[src/rtl/psum_writeback_if.sv]
// psum_writeback_if: bundles the command, OFIFO-read and PMEM-write signals of
// the psum drain engine.
//   command : start, base_addr, num_vec (in), busy, done (out)
//   ofifo   : ofifo_valid, ofifo_data (in), ofifo_rd (out)
//   pmem    : pmem_cen, pmem_wen, pmem_addr, pmem_d (out, registered)
// Handshake: a vector moves from the OFIFO on every cycle where
// ofifo_rd=1. ofifo_rd is only raised while ofifo_valid=1, so valid is the
// producer's offer and ofifo_rd is the consumer's accept. The OFIFO must
// advance its head on that same rising edge. PMEM sees a write on every cycle
// with pmem_cen=0 and pmem_wen=0. There is no backpressure from PMEM.
interface psum_writeback_if #(
    parameter int col     = 8,
    parameter int psum_bw = 16,
    parameter int addr_bw = 11,
    parameter int cnt_bw  = 11
);
    logic                     start;
    logic [addr_bw-1:0]       base_addr;
    logic [cnt_bw-1:0]        num_vec;
    logic                     ofifo_valid;
    logic [psum_bw*col-1:0]   ofifo_data;
    logic                     ofifo_rd;
    logic                     pmem_cen;
    logic                     pmem_wen;
    logic [addr_bw-1:0]       pmem_addr;
    logic [psum_bw*col-1:0]   pmem_d;
    logic                     busy;
    logic                     done;

    // master: the controller / OFIFO / PMEM side
    modport master (
        output start, base_addr, num_vec, ofifo_valid, ofifo_data,
        input  ofifo_rd, pmem_cen, pmem_wen, pmem_addr, pmem_d, busy, done
    );

    // slave: the drain engine itself
    modport slave (
        input  start, base_addr, num_vec, ofifo_valid, ofifo_data,
        output ofifo_rd, pmem_cen, pmem_wen, pmem_addr, pmem_d, busy, done
    );
endinterface

[src/rtl/psum_writeback.sv]
// psum_writeback: drains num_vec psum vectors from the OFIFO into PMEM at
// consecutive addresses starting at base_addr. It reports busy/done to the
// top-level controller.
// Ports:
//   clk       : clock, all state on the rising edge
//   reset     : synchronous, active-high
//   bus       : psum_writeback_if.slave (command, OFIFO read, PMEM write)
//   fsm_state : current FSM state (0=IDLE, 1=DRAIN, 2=FINISH), for debug
module psum_writeback #(
    parameter int col     = 8,
    parameter int psum_bw = 16,
    parameter int addr_bw = 11,
    parameter int cnt_bw  = 11
) (
    input  logic                 clk,
    input  logic                 reset,
    psum_writeback_if.slave      bus,
    output logic [1:0]           fsm_state
);

    typedef enum logic [1:0] {
        IDLE   = 2'd0,
        DRAIN  = 2'd1,
        FINISH = 2'd2
    } state_t;

    state_t             state;
    logic [addr_bw-1:0] addr_cnt;
    logic [cnt_bw-1:0]  remaining;
    logic               pop;

    // Pop whenever a vector is offered and the command still needs one.
    // This is the only combinational output.
    assign pop          = (state == DRAIN) && bus.ofifo_valid && (remaining != '0);
    assign bus.ofifo_rd = pop;
    assign fsm_state    = state;

    always_ff @(posedge clk) begin
        if (reset) begin
            // Any write launched on this edge is dropped: cen goes back to 1.
            state         <= IDLE;
            addr_cnt      <= '0;
            remaining     <= '0;
            bus.pmem_cen  <= 1'b1;
            bus.pmem_wen  <= 1'b1;
            bus.pmem_addr <= '0;
            bus.pmem_d    <= '0;
            bus.busy      <= 1'b0;
            bus.done      <= 1'b0;
        end else begin
            // Strobes default to idle. Address and data hold their last value.
            bus.pmem_cen <= 1'b1;
            bus.pmem_wen <= 1'b1;
            bus.done     <= 1'b0;
            case (state)
                IDLE: begin
                    if (bus.start) begin
                        addr_cnt  <= bus.base_addr;
                        remaining <= bus.num_vec;
                        bus.busy  <= 1'b1;
                        if (bus.num_vec == '0) begin
                            state    <= FINISH;
                            bus.done <= 1'b1;
                        end else begin
                            state <= DRAIN;
                        end
                    end
                end
                DRAIN: begin
                    if (pop) begin
                        bus.pmem_d    <= bus.ofifo_data;
                        bus.pmem_addr <= addr_cnt;
                        bus.pmem_cen  <= 1'b0;
                        bus.pmem_wen  <= 1'b0;
                        // Wraps modulo 2^addr_bw by construction.
                        addr_cnt      <= addr_cnt + 1'b1;
                        remaining     <= remaining - 1'b1;
                        // The last pop lands its write in the FINISH cycle,
                        // so the final strobe and done coincide.
                        if (remaining == cnt_bw'(1)) begin
                            state    <= FINISH;
                            bus.done <= 1'b1;
                        end
                    end
                end
                FINISH: begin
                    state    <= IDLE;
                    bus.busy <= 1'b0;
                end
                default: begin
                    state    <= IDLE;
                    bus.busy <= 1'b0;
                end
            endcase
        end
    end

endmodule

[src/flat_wrapper.sv]
// flat-port wrapper written by rule: the top's interface ports become plain ports
module psum_writeback_flat 
#(
    parameter int col     = 8,
    parameter int psum_bw = 16,
    parameter int addr_bw = 11,
    parameter int cnt_bw  = 11
)
  (clk, reset, fsm_state, bus_start, bus_base_addr, bus_num_vec, bus_ofifo_valid, bus_ofifo_data, bus_ofifo_rd, bus_pmem_cen, bus_pmem_wen, bus_pmem_addr, bus_pmem_d, bus_busy, bus_done);
  psum_writeback_if #(.col(col), .psum_bw(psum_bw), .addr_bw(addr_bw), .cnt_bw(cnt_bw)) bus_i ();
  input  logic clk;
  input  logic reset;
  output logic [1:0] fsm_state;
  input wire logic [$bits(bus_i.start)-1:0] bus_start;
  input wire logic [$bits(bus_i.base_addr)-1:0] bus_base_addr;
  input wire logic [$bits(bus_i.num_vec)-1:0] bus_num_vec;
  input wire logic [$bits(bus_i.ofifo_valid)-1:0] bus_ofifo_valid;
  input wire logic [$bits(bus_i.ofifo_data)-1:0] bus_ofifo_data;
  output wire logic [$bits(bus_i.ofifo_rd)-1:0] bus_ofifo_rd;
  output wire logic [$bits(bus_i.pmem_cen)-1:0] bus_pmem_cen;
  output wire logic [$bits(bus_i.pmem_wen)-1:0] bus_pmem_wen;
  output wire logic [$bits(bus_i.pmem_addr)-1:0] bus_pmem_addr;
  output wire logic [$bits(bus_i.pmem_d)-1:0] bus_pmem_d;
  output wire logic [$bits(bus_i.busy)-1:0] bus_busy;
  output wire logic [$bits(bus_i.done)-1:0] bus_done;
  assign bus_i.start = bus_start;
  assign bus_i.base_addr = bus_base_addr;
  assign bus_i.num_vec = bus_num_vec;
  assign bus_i.ofifo_valid = bus_ofifo_valid;
  assign bus_i.ofifo_data = bus_ofifo_data;
  assign bus_ofifo_rd = bus_i.ofifo_rd;
  assign bus_pmem_cen = bus_i.pmem_cen;
  assign bus_pmem_wen = bus_i.pmem_wen;
  assign bus_pmem_addr = bus_i.pmem_addr;
  assign bus_pmem_d = bus_i.pmem_d;
  assign bus_busy = bus_i.busy;
  assign bus_done = bus_i.done;
  psum_writeback #(.col(col), .psum_bw(psum_bw), .addr_bw(addr_bw), .cnt_bw(cnt_bw)) u_core (.clk(clk), .reset(reset), .bus(bus_i), .fsm_state(fsm_state));
endmodule
[config.mk]
export PLATFORM = sky130hd
export DESIGN_NAME = psum_writeback_flat
export DESIGN_NICKNAME = d
export VERILOG_FILES = /design/src/rtl/psum_writeback_if.sv /design/src/rtl/psum_writeback.sv /design/src/flat_wrapper.sv
export SDC_FILE = /design/constraint.sdc
export NUM_CORES = 1
export LEC_CHECK = 0
export CORE_UTILIZATION = 38
export CTS_CLUSTER_SIZE = 28
export DETAILED_ROUTE_END_ITERATION = 8
export PLACE_DENSITY_LB_ADDON = 0.12
export SLEW_MARGIN = 20
export SYNTH_ARGS = -nofsm -noshare
export SYNTH_HDL_FRONTEND = slang
export SYNTH_SLANG_ARGS = --single-unit
[constraint.sdc]
create_clock -name clk -period 1.95 [get_ports clk]
set_input_delay 0.585 -clock clk [delete_from_list [all_inputs] [get_ports clk]]
set_output_delay 0.585 -clock clk [all_outputs]
set_load 0.1 [all_outputs]
==> metrics.yaml <==
place_inst: 1341
syn_avg_cell_area_um2: 8.12
cp-start-kind: "flip-flop"
cts.sinks: 166
clk_latency_ns: 0.42
routed_wl_um: 24100
crit_slowest_cell: "dfxtp_1"
slew_headroom_pct: 59.8
yosys.cell_types.count: 42
yosys_warnings: 0
num_vias: 7569
rows: 49
synth_area_leaders: "dfxtp_1, a21oi_1, nand3_1"
drv_slew: 0
tightest_slew_ns: 0.604
port_buffers: 299
dp_slack_ns: -0.358
nNetsFinal: 1291
wl_per_cell_um: 17.6
finalSetupViolCount: 1
clk_root_buffer_cell: "clkbuf_16"
p_total_mw: 10.9
htreeDepth: 4
synth_top_area_share_pct: 47.8
yosysTopAreaCell: "dfxtp_1"
max-cap-violations: 0
critPathKind: "flip-flop to output port"
clock_path_buffers: 2
cpPeakStageDelay_ns: 0.33
drtIter0Drc: 459
gr-total-overflow: 0
die_area_mm2: 0.0188
first_pass_iters: 5
worst_ep_required_time_ns: 1.36
grt_max_degree: 82
drc: 0
synth_cells: 856
cts_tree: "yes"
ys_ff_latch: 166
rsz0062_at_grt: "yes"
violations: "setup timing"
wl_met3_um: 2210
grt_pass1_vias: 7200
end_kind: "output port"
viasPerCell: 5.51
initial_utilization_pct: 38.7
dpl.hpwl_um: 16700
fin_area_mm2: 0.0126
grt_pass1_wl_um: 37400
fmax_mhz: 461
antenna_cells: 0
period_minus_slack_ns: 2.17
area_delta_synth_final_pct: 80.9
track_usage_pct: 25.3
clock_skew_ns: 0.00967
met1Wirelength_um: 9390
postRouteAntennaNets: 0
synth-seq-area-share_pct: 47.8
fillers: 1387
leakagePower_nw: 4.50
fin_crit_sh_pct: 111
io_pins: 300
place_area_mm2: 0.0120
setup-tns-final_ns: -0.220
cts_buffers: 17
hold_viol: 0
netlist_area_mm2: 0.00695
hold_class: "flip-flop to flip-flop"
die_x_um: 137
grt_antenna_before_repair: 0
path_max_fanout: 3
routed-wl-met2_um: 11900
syn_nets: 1014
crit_path_cell_trace: "nor3_1 > and4_4 > nor2_4 > buf_12"
dr.max_layer_used: "met4"
path_clk_slew_ns: 0.06
final_cell_count_no_fill: 1373
fp.dieH_um: 137
core_mm2: 0.0180
fin_ws_ns: -0.220
drive_gt1_share_pct: 21.7
powerDensity_mw_per_mm2: 868
ir_drop_mv: 0.621
worst_ep_arrival_time_ns: 1.59
gp_congestion: 0.832
status: "finished, violations left"
## cells by family after synthesis
group,after synthesis,synth area share (%)
buffers and inverters,104,6.07
flip-flops,166,47.8
AND/OR/NAND/NOR,233,17.8
adder cells (fa/ha/maj),4,0.720
AO/OA/AOI/OAI,349,27.5
## per-stage QoR
step           utilization, %  hold slack (ns)
4_1_cts                  69.8            0.494
5_1_grt                  70.0            0.527
6_report                 70.0            0.493
3_3_place_gp             66.7            0.474
2_1_floorplan               -            0.457
3_5_place_dp             66.7            0.484
## routing by layer
layer  vias up  GRT usage [%]
met1      3580           29.2
met4         0           9.77
met5         -              0
li1       3677              -
met2       274           42.4
met3        38           9.42
## registers in the layout, summed over array words and instances, names as in the netlist
signal	cells
u_core.bus.pmem_addr	11
u_core.addr_cnt	11
u_core.remaining	11
u_core.bus.busy	1
u_core.bus.pmem_cen	1
u_core.bus.done	1
u_core.fsm_state	2
u_core.bus.pmem_d	128
## synth_stat cells
master	number
clkbuf_1	60
a21oi_1	158
a2bb2oi_1	2
nor2b_1	1
o32ai_1	12
ha_1	4
a311oi_1	1
nor3b_4	1
a32oi_1	2
nand4_2	1
dfxtp_1	166
nor3b_1	3
o31ai_1	5
a221oi_1	3
a41oi_1	1
a41o_1	1
nand4_1	6
o21ai_0	140
nor4_1	3
nor4_4	1
buf_1	15
nand2_1	16
a211oi_1	9
nor4b_1	1
nor3_1	14
inv_1	8
o31a_1	4
buf_4	2
a211o_1	5
and4_1	3
a22oi_1	1
o21ba_1	1
nand2b_1	13
and2_1	4
nor2_1	13
nand4b_1	1
and4b_1	1
buf_2	19
or3_1	4
and3_1	2
a31oi_1	4
nand3_1	145
## power by group
part	total [mW]	internal [mW]	switching [mW]	leakage [nW]
Combinational	3.95	1.49	2.46	2.88
Sequential	3.83	3.60	0.225	1.35
Clock	3.14	1.80	1.34	0.265
## cell usage in the layout (no fill, tap or decap), types with 9 or more instances in the layout
master / n
buf_12: 166
dfxtp_1: 161
a21oi_1: 156
clkdlybuf4s50_1: 151
nand3_1: 145
o21ai_0: 140
buf_4: 36
clkbuf_16: 17
nand2_1: 15
nor3_1: 14
nand2b_1: 13
nor2_1: 12
o32ai_1: 12
a211oi_1: 9
## worst max-delay path, delay by kind of cell (launching register included)
family        cells  cell delay [ns]
buf+inv           1             0.16
flops             1             0.33
simple gates      3             0.67
## worst paths after layout
| path | endpoint | slack, ns | cells past startpoint | start |
|---|---|---|---|---|
| min | u_core.remaining[8] | 0.49 | 2 | u_core.remaining[8] |
| max | bus_ofifo_rd | -0.22 | 4 | u_core.remaining[10] |
| max reg2reg | u_core.remaining[1] | 0.14 | 7 | u_core.remaining[0] |
| min reg2reg | u_core.remaining[8] | 0.49 | 2 | u_core.remaining[8] |
## area by class of cell
type                       instances  area (um^2)  share of cell area [%]
timing repair buffer             354         5110                    40.7
multi-input combinational        586         3270                    26.0
clock inverter                     9         78.8                   0.627
sequential                       166         3330                    26.5
clock buffer                      21          460                    3.66
inverter                           8         30.0                   0.239
tap                              229          287                    2.28
## what timing repair did
item,in CTS,in global routing
setup endpoints to repair,1,18
pin swaps,3,1
buffers inserted,2,0
hold buffers,0,0
resized for setup,4,5
No activity file was read; power rests on OpenSTA's default activity.
